$ cat config.mk
export PLATFORM = sky130hd
export DESIGN_NAME = acc_cpu_core
export DESIGN_NICKNAME = d
export VERILOG_FILES = /design/src/rtl/acc_cpu_core.sv
export SDC_FILE = /design/constraint.sdc
export NUM_CORES = 1
export LEC_CHECK = 0
export ABC_CLOCK_PERIOD_IN_PS = 4100
export BUFFER_PORTS_ARGS = -buffer_cell sky130_fd_sc_hd__buf_2
export CORE_MARGIN = 2
export CORE_UTILIZATION = 38
export CTS_CLUSTER_SIZE = 12
export DETAILED_ROUTE_END_ITERATION = 12
export GPL_TIMING_DRIVEN = 0
export SLEW_MARGIN = 15
export SYNTH_ARGS = -nofsm -noshare
export SYNTH_HDL_FRONTEND = slang
export SYNTH_SLANG_ARGS = --single-unit
$ cat constraint.sdc
create_clock -name i_clk -period 4.1 [get_ports i_clk]
set_input_delay 0.41 -clock i_clk [delete_from_list [all_inputs] [get_ports i_clk]]
set_output_delay 0.41 -clock i_clk [all_outputs]
set_load 0.005 [all_outputs]
$ cat src/rtl/acc_cpu_core.sv
// acc_cpu_core
//   Multi-cycle accumulator CPU with a parametrised datapath. The controller
//   sequences FETCH -> DECODE -> (OPND -> (MEM)) through one unified memory
//   port. A transfer on that port completes in any cycle with req & ack, so
//   memories with wait states are supported.
//
// Ports
//   i_clk, i_rst        rising-edge clock, synchronous active-high reset
//   o_mem_req/we/addr/wdata, i_mem_rdata, i_mem_ack
//                       unified memory port with a req/ack handshake
//   o_acc, o_pc         accumulator, program counter
//   o_zero, o_carry     Z flag, C flag (carry on ADD, borrow on SUB)
//   o_halt              core is in the absorbing HALT state
module acc_cpu_core #(
   parameter int DATA_W = 8,
   parameter int ADDR_W = 8,
   parameter int NREG   = 32
) (
   input  logic              i_clk,
   input  logic              i_rst,
   output logic              o_mem_req,
   output logic              o_mem_we,
   output logic [ADDR_W-1:0] o_mem_addr,
   output logic [DATA_W-1:0] o_mem_wdata,
   input  logic [DATA_W-1:0] i_mem_rdata,
   input  logic              i_mem_ack,
   output logic [DATA_W-1:0] o_acc,
   output logic [ADDR_W-1:0] o_pc,
   output logic              o_zero,
   output logic              o_carry,
   output logic              o_halt
);

   localparam int RW = $clog2(NREG);

   typedef enum logic [2:0] {
      S_FETCH, S_DECODE, S_OPND, S_MEM, S_HALT
   } state_t;

   typedef enum logic [2:0] {
      OP_HLT = 3'd0, OP_LDR = 3'd1, OP_STR = 3'd2, OP_ADD = 3'd3,
      OP_SUB = 3'd4, OP_LDA = 3'd5, OP_STA = 3'd6, OP_JZ  = 3'd7
   } op_t;

   state_t            state, state_nxt;
   op_t               ir_op;
   logic [RW-1:0]     ir_r;
   logic [ADDR_W-1:0] operand;
   logic [ADDR_W-1:0] pc;
   logic [DATA_W-1:0] acc;
   logic              zf, cf;
   logic [DATA_W-1:0] rf [NREG];

   logic              req_st;
   logic              xfer;
   logic [DATA_W-1:0] reg_val;
   logic [DATA_W:0]   sum;
   logic [DATA_W-1:0] diff;

   // Only the opcode, register index and operand fields of a read word are
   // decoded; the remaining bits are don't-care by design.
   logic unused_rdata;
   assign unused_rdata = ^i_mem_rdata;

   // ---------------------------------------------------------------
   // State register
   // ---------------------------------------------------------------
   always_ff @(posedge i_clk) begin
      if (i_rst) state <= S_FETCH;
      else       state <= state_nxt;
   end

   // ---------------------------------------------------------------
   // Next-state logic
   // ---------------------------------------------------------------
   always_comb begin
      state_nxt = state;
      case (state)
         S_FETCH:  if (xfer) state_nxt = S_DECODE;
         S_DECODE: begin
            case (ir_op)
               OP_HLT:               state_nxt = S_HALT;
               OP_LDA, OP_STA, OP_JZ: state_nxt = S_OPND;
               default:              state_nxt = S_FETCH;
            endcase
         end
         S_OPND:   if (xfer) state_nxt = (ir_op == OP_JZ) ? S_FETCH : S_MEM;
         S_MEM:    if (xfer) state_nxt = S_FETCH;
         S_HALT:   state_nxt = S_HALT;
         default:  state_nxt = S_FETCH;
      endcase
   end

   // ---------------------------------------------------------------
   // Output decode
   // ---------------------------------------------------------------
   always_comb begin
      req_st = (state == S_FETCH) || (state == S_OPND) || (state == S_MEM);
      // Gating with i_rst keeps the port quiet while reset is held, yet lets
      // the first cycle after release request address 0 straight away.
      o_mem_req   = req_st && !i_rst;
      o_mem_we    = (state == S_MEM) && (ir_op == OP_STA);
      o_mem_addr  = (state == S_MEM) ? operand : pc;
      o_mem_wdata = acc;
      o_halt      = (state == S_HALT);
   end

   assign xfer   = o_mem_req && i_mem_ack;
   assign o_acc   = acc;
   assign o_pc    = pc;
   assign o_zero  = zf;
   assign o_carry = cf;

   // ---------------------------------------------------------------
   // ALU
   // ---------------------------------------------------------------
   always_comb begin
      reg_val = rf[ir_r];
      sum     = {1'b0, acc} + {1'b0, reg_val};
      diff    = acc - reg_val;
   end

   // ---------------------------------------------------------------
   // Datapath registers
   // ---------------------------------------------------------------
   always_ff @(posedge i_clk) begin
      if (i_rst) begin
         pc      <= '0;
         acc     <= '0;
         zf      <= 1'b0;
         cf      <= 1'b0;
         ir_op   <= OP_HLT;
         ir_r    <= '0;
         operand <= '0;
         for (int i = 0; i < NREG; i++) rf[i] <= '0;
      end else begin
         case (state)
            S_FETCH: begin
               if (xfer) begin
                  ir_op <= op_t'(i_mem_rdata[DATA_W-1 -: 3]);
                  ir_r  <= i_mem_rdata[RW-1:0];
                  pc    <= pc + ADDR_W'(1);
               end
            end
            S_DECODE: begin
               case (ir_op)
                  OP_LDR: begin
                     acc <= reg_val;
                     zf  <= (reg_val == '0);
                  end
                  OP_STR: rf[ir_r] <= acc;
                  OP_ADD: begin
                     acc <= sum[DATA_W-1:0];
                     cf  <= sum[DATA_W];
                     zf  <= (sum[DATA_W-1:0] == '0);
                  end
                  OP_SUB: begin
                     acc <= diff;
                     cf  <= (reg_val > acc);
                     zf  <= (diff == '0);
                  end
                  default: ;
               endcase
            end
            S_OPND: begin
               if (xfer) begin
                  operand <= i_mem_rdata[ADDR_W-1:0];
                  // A taken JZ overrides the pc+1 step past the operand word.
                  if (ir_op == OP_JZ && zf) pc <= i_mem_rdata[ADDR_W-1:0];
                  else                      pc <= pc + ADDR_W'(1);
               end
            end
            S_MEM: begin
               if (xfer && ir_op == OP_LDA) begin
                  acc <= i_mem_rdata;
                  zf  <= (i_mem_rdata == '0);
               end
            end
            default: ;
         endcase
      end
   end

endmodule

==> results of run 1 <==
## flip-flops by register name, indices dropped and copies added (netlist names), named ones only
| name | flops |
|---|---|
| rf | 256 |
| state | 3 |
| o_carry | 1 |
| ir_op | 3 |
| operand | 8 |
| o_pc | 8 |
| ir_r | 5 |
| o_acc | 8 |
| o_zero | 1 |
## synthesized netlist by cell type, types with 22 or more instances
cell      count
edfxtp_1    256
and2_1      227
nand2_1      90
nor2_1       83
clkbuf_1     59
mux2i_1      56
dfxtp_1      42
nor3_1       41
or2_2        33
a21oi_1      32
mux4_2       30
nand3_1      22
## worst max-delay path, stage by stage, from the launching register on
cell and delay (ns):
dfxtp_1 0.31, clkbuf_4 0.21, buf_4 0.22, inv_1 0.20, buf_2 0.30, nor2_1 0.11, a32oi_1 0.16, nand4_1 0.25
ha_2 0.29, fa_1 0.46, nand2b_1 0.13, a21oi_2 0.10, o211a_1 0.24, a311oi_4 0.33, a22oi_1 0.18, a211o_1 0.28
a21oi_1 0.13
## per-stage QoR
stage          TNS, ns  setup slack [ns]  utilization  power (mW)  hold slack [ns]
3_3_place_gp     -4.25            -0.877        0.409        4.13            0.447
5_1_grt        -0.0119          -0.00702        0.444        7.19            0.241
2_1_floorplan        0             0.641            -        3.88            0.437
3_5_place_dp     -4.50            -0.945        0.409        4.13            0.452
6_report             0             0.123        0.444        7.02            0.232
4_1_cts              0          0.000482        0.438        6.98            0.225
## metal layers
layer	share of wire	GRT usage	wire [um]
met5	0	0	0
met4	0.040	0.0952	1950
met3	0.095	0.0587	4600
met2	0.44	0.356	21300
met1	0.43	0.331	20700
## power by group
group	internal (mW)	total, mW	switching (mW)
clock	1.65	2.87	1.23
combinational	0.257	0.721	0.464
sequential	3.38	3.43	0.0489
## path summary, 6_finish.rpt
kind / depth (start not counted) / end / slack, ns
max: 16 / o_acc[6]$_SDFFE_PP0P_ / 0.12
min: 3 / operand[7]$_SDFFE_PP0P_ / 0.23
max reg2reg: 16 / o_acc[6]$_SDFFE_PP0P_ / 0.12
min reg2reg: 2 / operand[0]$_SDFFE_PP0P_ / 0.46
## layout make-up
type / count / share of cell area
plain buffers: 84 / 0.0293
inverters: 20 / 0.00436
multi-input cells: 828 / 0.351
clock inverters: 13 / 0.00363
repair buffers: 64 / 0.0228
flip-flops and latches: 298 / 0.495
clock buffers: 48 / 0.0561
well taps: 518 / 0.0376
## kinds of logic after synthesis
logic type                 Yosys count  share of synthesized area
xor gates and xnor gates             8                    0.00467
and+or+nand+nor                    565                      0.206
buffers and inverters              111                     0.0348
muxes                              104                      0.111
adders and majority gates           20                     0.0177
AOI/OAI and AO/OA                  131                     0.0588
DFF                                298                      0.568
## what timing repair did
item / CTS / global route
setup endpoints to repair: 7 / 6
gates cloned: 0 / 1
hold endpoints to repair: 0 / 0
pin swaps: 4 / 4
setup buffers: 4 / 12
gates resized for setup: 30 / 34
==> reports/metrics.csv, run 1 <==
stage;metric;value;unit
outcome;status;finished clean;
placement;RD Place Congestion;0.996;
critical_path;startpoint types;flip-flop;
synth;Yosys warning count;0;
clock_tree;Clock Tree Buf Depth;3;
grt;first-pass GRT wire length;70500;um
timing;final setup vio count;0;
critical_path;worst-path fanout max;10;
detailed_routing;drt initial violations;1197;
timing;Hold Fails Final Rpt;0;
detailed_routing;routed vias/inst;5.69;
clock_tree;clk slew on worst S/H paths;0.06;ns
timing;clock skew;0.0178;ns
detailed_routing;final WL;48600;um
timing;Tmin final;3.98;ns
finish;n_diodes;0;
synth;Post-Syn Area;15000;um2
critical_path;crit path kind;reg2reg;
placement;Cell Area, Placed;15900;um2
detailed_routing;routed vias;10700;
finish;Nets;1361;
synth;Top FF cell, synth;edfxtp_1;
clock_tree;root buffer cell;clkbuf_16;
pwr;power density cells;408;nW/um2
synth;Synth Register Bits;298;
synth;Post-synth ARST share;0;
clock_tree;Worst-Skew Late Latency;0.52;ns
floorplan;Starting Density;0.387;
grt;number of global-route vias before repair;10300;
grt;largest net degree at the start of global routing;13;
placement;Placed Cells incl. Taps;1802;
worst_hold_path;hold path start;i_mem_rdata[7];
clock_tree;H-Tree Depth;2;
floorplan;die area;41100;um2
grt;initial antenna violation count;0;
finish;final std cells w/o fill;1873;
synth;post-synthesis cell count;1237;
clock_tree;Clock Sinks;298;
job;max_cap viols;0;
placement;Buffers on Ports;47;
synth;Mean Syn Cell Area;12.1;um2
synth;sequential-to-total area share from yosys stat;0.568;
grt;Overall Global Routing Usage;0.238;
detailed_routing;wire length per cell;25.9;um
timing;Slew Limit Fails;0;
detailed_routing;DR pass1 iterations;6;
finish;commonest non-fill, non-tap cell in the layout;edfxtp_1;
critical_path;worst path required time;4.54;ns
finish;P&R area growth vs syn;14.7;%
floorplan;core area;38800;um2
synth;EDFF count, synth;256;
finish;cell area after layout;17200;um2
finish;share of cells above drive strength 1;0.176;
worst_hold_path;Hold Crit Class;in2reg;
synth;top post-synthesis cells by area;edfxtp_1 51%, and2_1 9.5%, dfxtp_1 5.6%;
finish;multi-input logic area;6040;um2
timing;Highest Clock Rate;251;MHz
critical_path;CP Capture Type;flip-flop;
floorplan;DIE HEIGHT;203;um
timing;worst-margin pin slew;1.11;ns
synth;top cell type's share of synthesized area;0.512;
floorplan;Rows;72;
detailed_routing;DR DRC count;0;
synth;Yosys cell types;74;
synth;Synth area leader;edfxtp_1;
clock_tree;Hold Buf Count CTS;0;
timing;Final Cycle Share;0.970;
finish;Seq. cell area;8530;um2
pwr;Pleak;6.21;nW
synth;Syn Nets;1268;
floorplan;io pins;48;
placement;Detailed Place HPWL;33800;um
floorplan;die width;203;um
timing;Slew headroom;0.252;
clock_tree;CTS tree;done;
grt;grt total ovfl;0;
clock_tree;number of buffers created by CTS;34;
detailed_routing;antenna-violating nets left;0;
finish;filler instances;3611;
finish;most frequent cells in the layout;256 x edfxtp_1, 227 x and2_1, 90 x nand2_1;
critical_path;CP arrival;4.41;ns
pwr;maximum VDD drop;0.226;mV
Power figures use the tool's default switching activity.
==> run 2, diff against run 1 <==
--- a/config.mk
+++ b/config.mk
@@ -8,10 +8,11 @@
 export ABC_CLOCK_PERIOD_IN_PS = 4100
 export BUFFER_PORTS_ARGS = -buffer_cell sky130_fd_sc_hd__buf_2
 export CORE_MARGIN = 2
-export CORE_UTILIZATION = 38
+export CORE_UTILIZATION = 55
 export CTS_CLUSTER_SIZE = 12
 export DETAILED_ROUTE_END_ITERATION = 12
 export GPL_TIMING_DRIVEN = 0
+export PLACE_DENSITY = 0.72
 export SLEW_MARGIN = 15
 export SYNTH_ARGS = -nofsm -noshare
 export SYNTH_HDL_FRONTEND = slang
==> run 2 against run 1 <==
Effect of this change:
- critical path depth down 1
- power down 0.15%
- fmax down 0.86%
- routed wire length down 4.2%
- register-to-register slack worse by 0.03 ns
- clock skew up 0.0048 ns
- cell count down 9.9%
- sequential share of layout area up 0.79 points
- count of clock-buffer cells in the layout down 4
- sequential cell count unchanged
==> reports/metrics.csv, run 2 (synthesis results as in run 1) <==
stage;metric;value;unit;change
finish;Nets;1357;;was 1,361
critical_path;CP Capture Type;flip-flop;;unchanged
finish;n_diodes;0;;unchanged
critical_path;CP arrival;4.46;ns;was 4.41 ns
finish;most frequent cells in the layout;256 x edfxtp_1, 227 x and2_1, 90 x nand2_1;;unchanged
worst_hold_path;Hold Crit Class;in2reg;;unchanged
timing;worst-margin pin slew;0.903;ns;was 1.11 ns
detailed_routing;antenna-violating nets left;0;;unchanged
detailed_routing;routed vias/inst;6.37;;was 5.69
placement;Placed Cells incl. Taps;1625;;was 1,802
finish;commonest non-fill, non-tap cell in the layout;edfxtp_1;;unchanged
timing;RSZ-0062 raised after global routing;yes;;
floorplan;DIE HEIGHT;169;um;was 203 um
floorplan;core area;26900;um2;was 38,800 um2
finish;Biggest register;rf;;unchanged
critical_path;crit path kind;reg2reg;;unchanged
placement;Buffers on Ports;47;;unchanged
clock_tree;Clock Sinks;298;;unchanged
finish;share of cells above drive strength 1;0.174;;was 0.176
timing;Slew Limit Fails;0;;unchanged
timing;Slew headroom;0.397;;was 0.252
detailed_routing;wire length per cell;27.6;um;was 25.9 um
finish;Largest register FFs;256;;unchanged
timing;Tmin final;4.01;ns;was 3.98 ns
job;max_cap viols;0;;unchanged
timing;Fin Hold WS;0.229;ns;was 0.232 ns
detailed_routing;DR pass1 iterations;9;;was 6
clock_tree;Clock Tree Buf Depth;3;;unchanged
placement;Detailed Place HPWL;31800;um;was 33,800 um
clock_tree;number of buffers created by CTS;34;;unchanged
clock_tree;clk slew on worst S/H paths;0.06;ns;about the same
critical_path;Crit path largest cell delay;0.61;ns;was 0.46 ns
floorplan;Starting Density;0.559;;was 0.387
critical_path;CP top delay family;compound AO/OA/AOI/OAI gates;;unchanged
pwr;Pleak;6.18;nW;was 6.21 nW
detailed_routing;DR DRC count;0;;unchanged
finish;final std cells w/o fill;1688;;was 1,873
floorplan;die area;28600;um2;was 41,100 um2
timing;Final Cycle Share;0.978;;was 0.970
grt;grt total ovfl;0;;unchanged
critical_path;most used cell, CP;buf_12;;
detailed_routing;drt initial violations;1608;;was 1,197
pwr;maximum VDD drop;0.315;mV;was 0.226 mV
finish;P&R area growth vs syn;12.9;%;was 14.7%
floorplan;io pins;48;;unchanged
clock_tree;H-Tree Depth;2;;unchanged
floorplan;Rows;60;;was 72
detailed_routing;routed vias;10800;;was 10,700
floorplan;die width;169;um;was 203 um
timing;Hold Fails Final Rpt;0;;unchanged
clock_tree;Worst-Skew Late Latency;0.53;ns;was 0.52 ns
critical_path;Buf/Inv on CP;3;;was 4
finish;Final Util;0.631;;was 0.444
clock_tree;CTS tree;done;;unchanged
placement;RD Place Congestion;1.04;;was 0.996
clock_tree;root buffer cell;clkbuf_16;;unchanged
timing;clock skew;0.0226;ns;was 0.0178 ns
critical_path;slowest stage cell on the critical path;mux4_2;;was fa_1
outcome;status;finished clean;;unchanged
grt;Overall Global Routing Usage;0.329;;was 0.238
critical_path;crit-path cells;buf_12 -> buf_12 -> buf_12 -> mux4_2 -> nand2_1 -> a21oi_2 -> nor3_4 -> ha_2 -> o21ai_0 -> a21oi_1 -> o21ai_0 -> a21oi_1 -> xor2_1 -> or4_1 -> a31oi_1;;was clkbuf_4 -> buf_4 -> inv_1 -> buf_2 -> nor2_1 -> a32oi_1 -> nand4_1 -> ha_2 -> fa_1 -> nand2b_1 -> a21oi_2 -> o211a_1 -> a311oi_4 -> a22oi_1 -> a211o_1 -> a21oi_1
critical_path;worst-path fanout max;10;;unchanged
timing;Highest Clock Rate;249;MHz;was 251 MHz
timing;final setup vio count;0;;unchanged
critical_path;startpoint types;flip-flop;;unchanged
grt;number of global-route vias before repair;10400;;was 10,300
detailed_routing;final WL;46500;um;was 48,600 um
grt;first-pass GRT wire length;67200;um;was 70,500 um
finish;filler instances;2103;;was 3,611
grt;initial antenna violation count;1;;was 0
pwr;power density cells;413;nW/um2;was 408 nW/um2
critical_path;worst path required time;4.55;ns;was 4.54 ns
grt;largest net degree at the start of global routing;14;;was 13
-- run 2: changes by cell type in the layout (fill, tap and decap cells not counted), sizes merged --
| cell | delta |
|---|---|
| clkinvlp | +1 |
| buf | -6 |
| clkbuf | -2 |
| clkinv | -1 |
-- run 2: metal layers --
metal,vias to the layer above,wire length (um),track usage
met2,686,20900,0.496
li1,4661,-,-
met4,0,2080,0.136
met5,-,0,0
met3,137,5710,0.114
met1,5266,17800,0.437
-- run 2: final timing paths --
| path | startpoint | to | slack [ns] | cells after the start |
|---|---|---|---|---|
| min | i_mem_rdata[7] | operand[7]$_SDFFE_PP0P_ | 0.23 | 3 |
| min reg2reg | operand[1]$_SDFFE_PP0P_ | operand[1]$_SDFFE_PP0P_ | 0.46 | 2 |
| max reg2reg | flip-flop | o_zero$_SDFFE_PP0P_ | 0.09 | 15 |
| max | flip-flop | o_zero$_SDFFE_PP0P_ | 0.09 | 15 |
-- run 2: what timing repair did --
item,CTS,global route
gates resized for setup,23,39
setup buffers,3,7
pin swaps,2,6
hold buffers,0,0
endpoints found under the setup margin,7,6
-- run 2: area by class of cell --
class                           instances  area [um2]  area share
Multi-Input combinational cell        828        6050       0.357
Sequential cell                       298        8530       0.503
Tap cell                              341         427      0.0252
Timing Repair Buffer                   57         310      0.0183
Inverter                               20        75.1     0.00443
Clock buffer                           44         952      0.0562
Clock inverter                         13        68.8     0.00406
Buffer                                 87         541      0.0319
-- run 2: metrics by stage --
step | worst slack, ns | instance area, um2 | total power, mW | setup TNS (ns)
after detailed placement | -0.692 | 15700 | 4.12 | -3.53
after CTS | 0.00165 | 16800 | 6.94 | 0
after global placement | -0.536 | 15700 | 4.11 | -2.68
final | 0.0891 | 17000 | 7.01 | 0
after floorplan | 0.641 | 15000 | 3.88 | 0
after global routing | -0.0398 | 17000 | 7.15 | -0.0426
-- run 2: worst reg2reg max path, cell delays in order (launching register included) --
cell,delay [ns]
dfxtp_1,0.35
buf_12,0.18
buf_12,0.18
buf_12,0.18
mux4_2,0.62
nand2_1,0.13
a21oi_2,0.07
nor3_4,0.34
ha_2,0.34
o21ai_0,0.13
a21oi_1,0.25
o21ai_0,0.14
a21oi_1,0.26
xor2_1,0.14
or4_1,0.48
a31oi_1,0.16
-- run 2: power breakdown --
part | switching, mW | leakage, nW | total (mW) | internal, mW
clock network | 1.24 | 0.499 | 2.88 | 1.64
logic | 0.456 | 2.70 | 0.706 | 0.250
registers | 0.0469 | 2.98 | 3.42 | 3.38
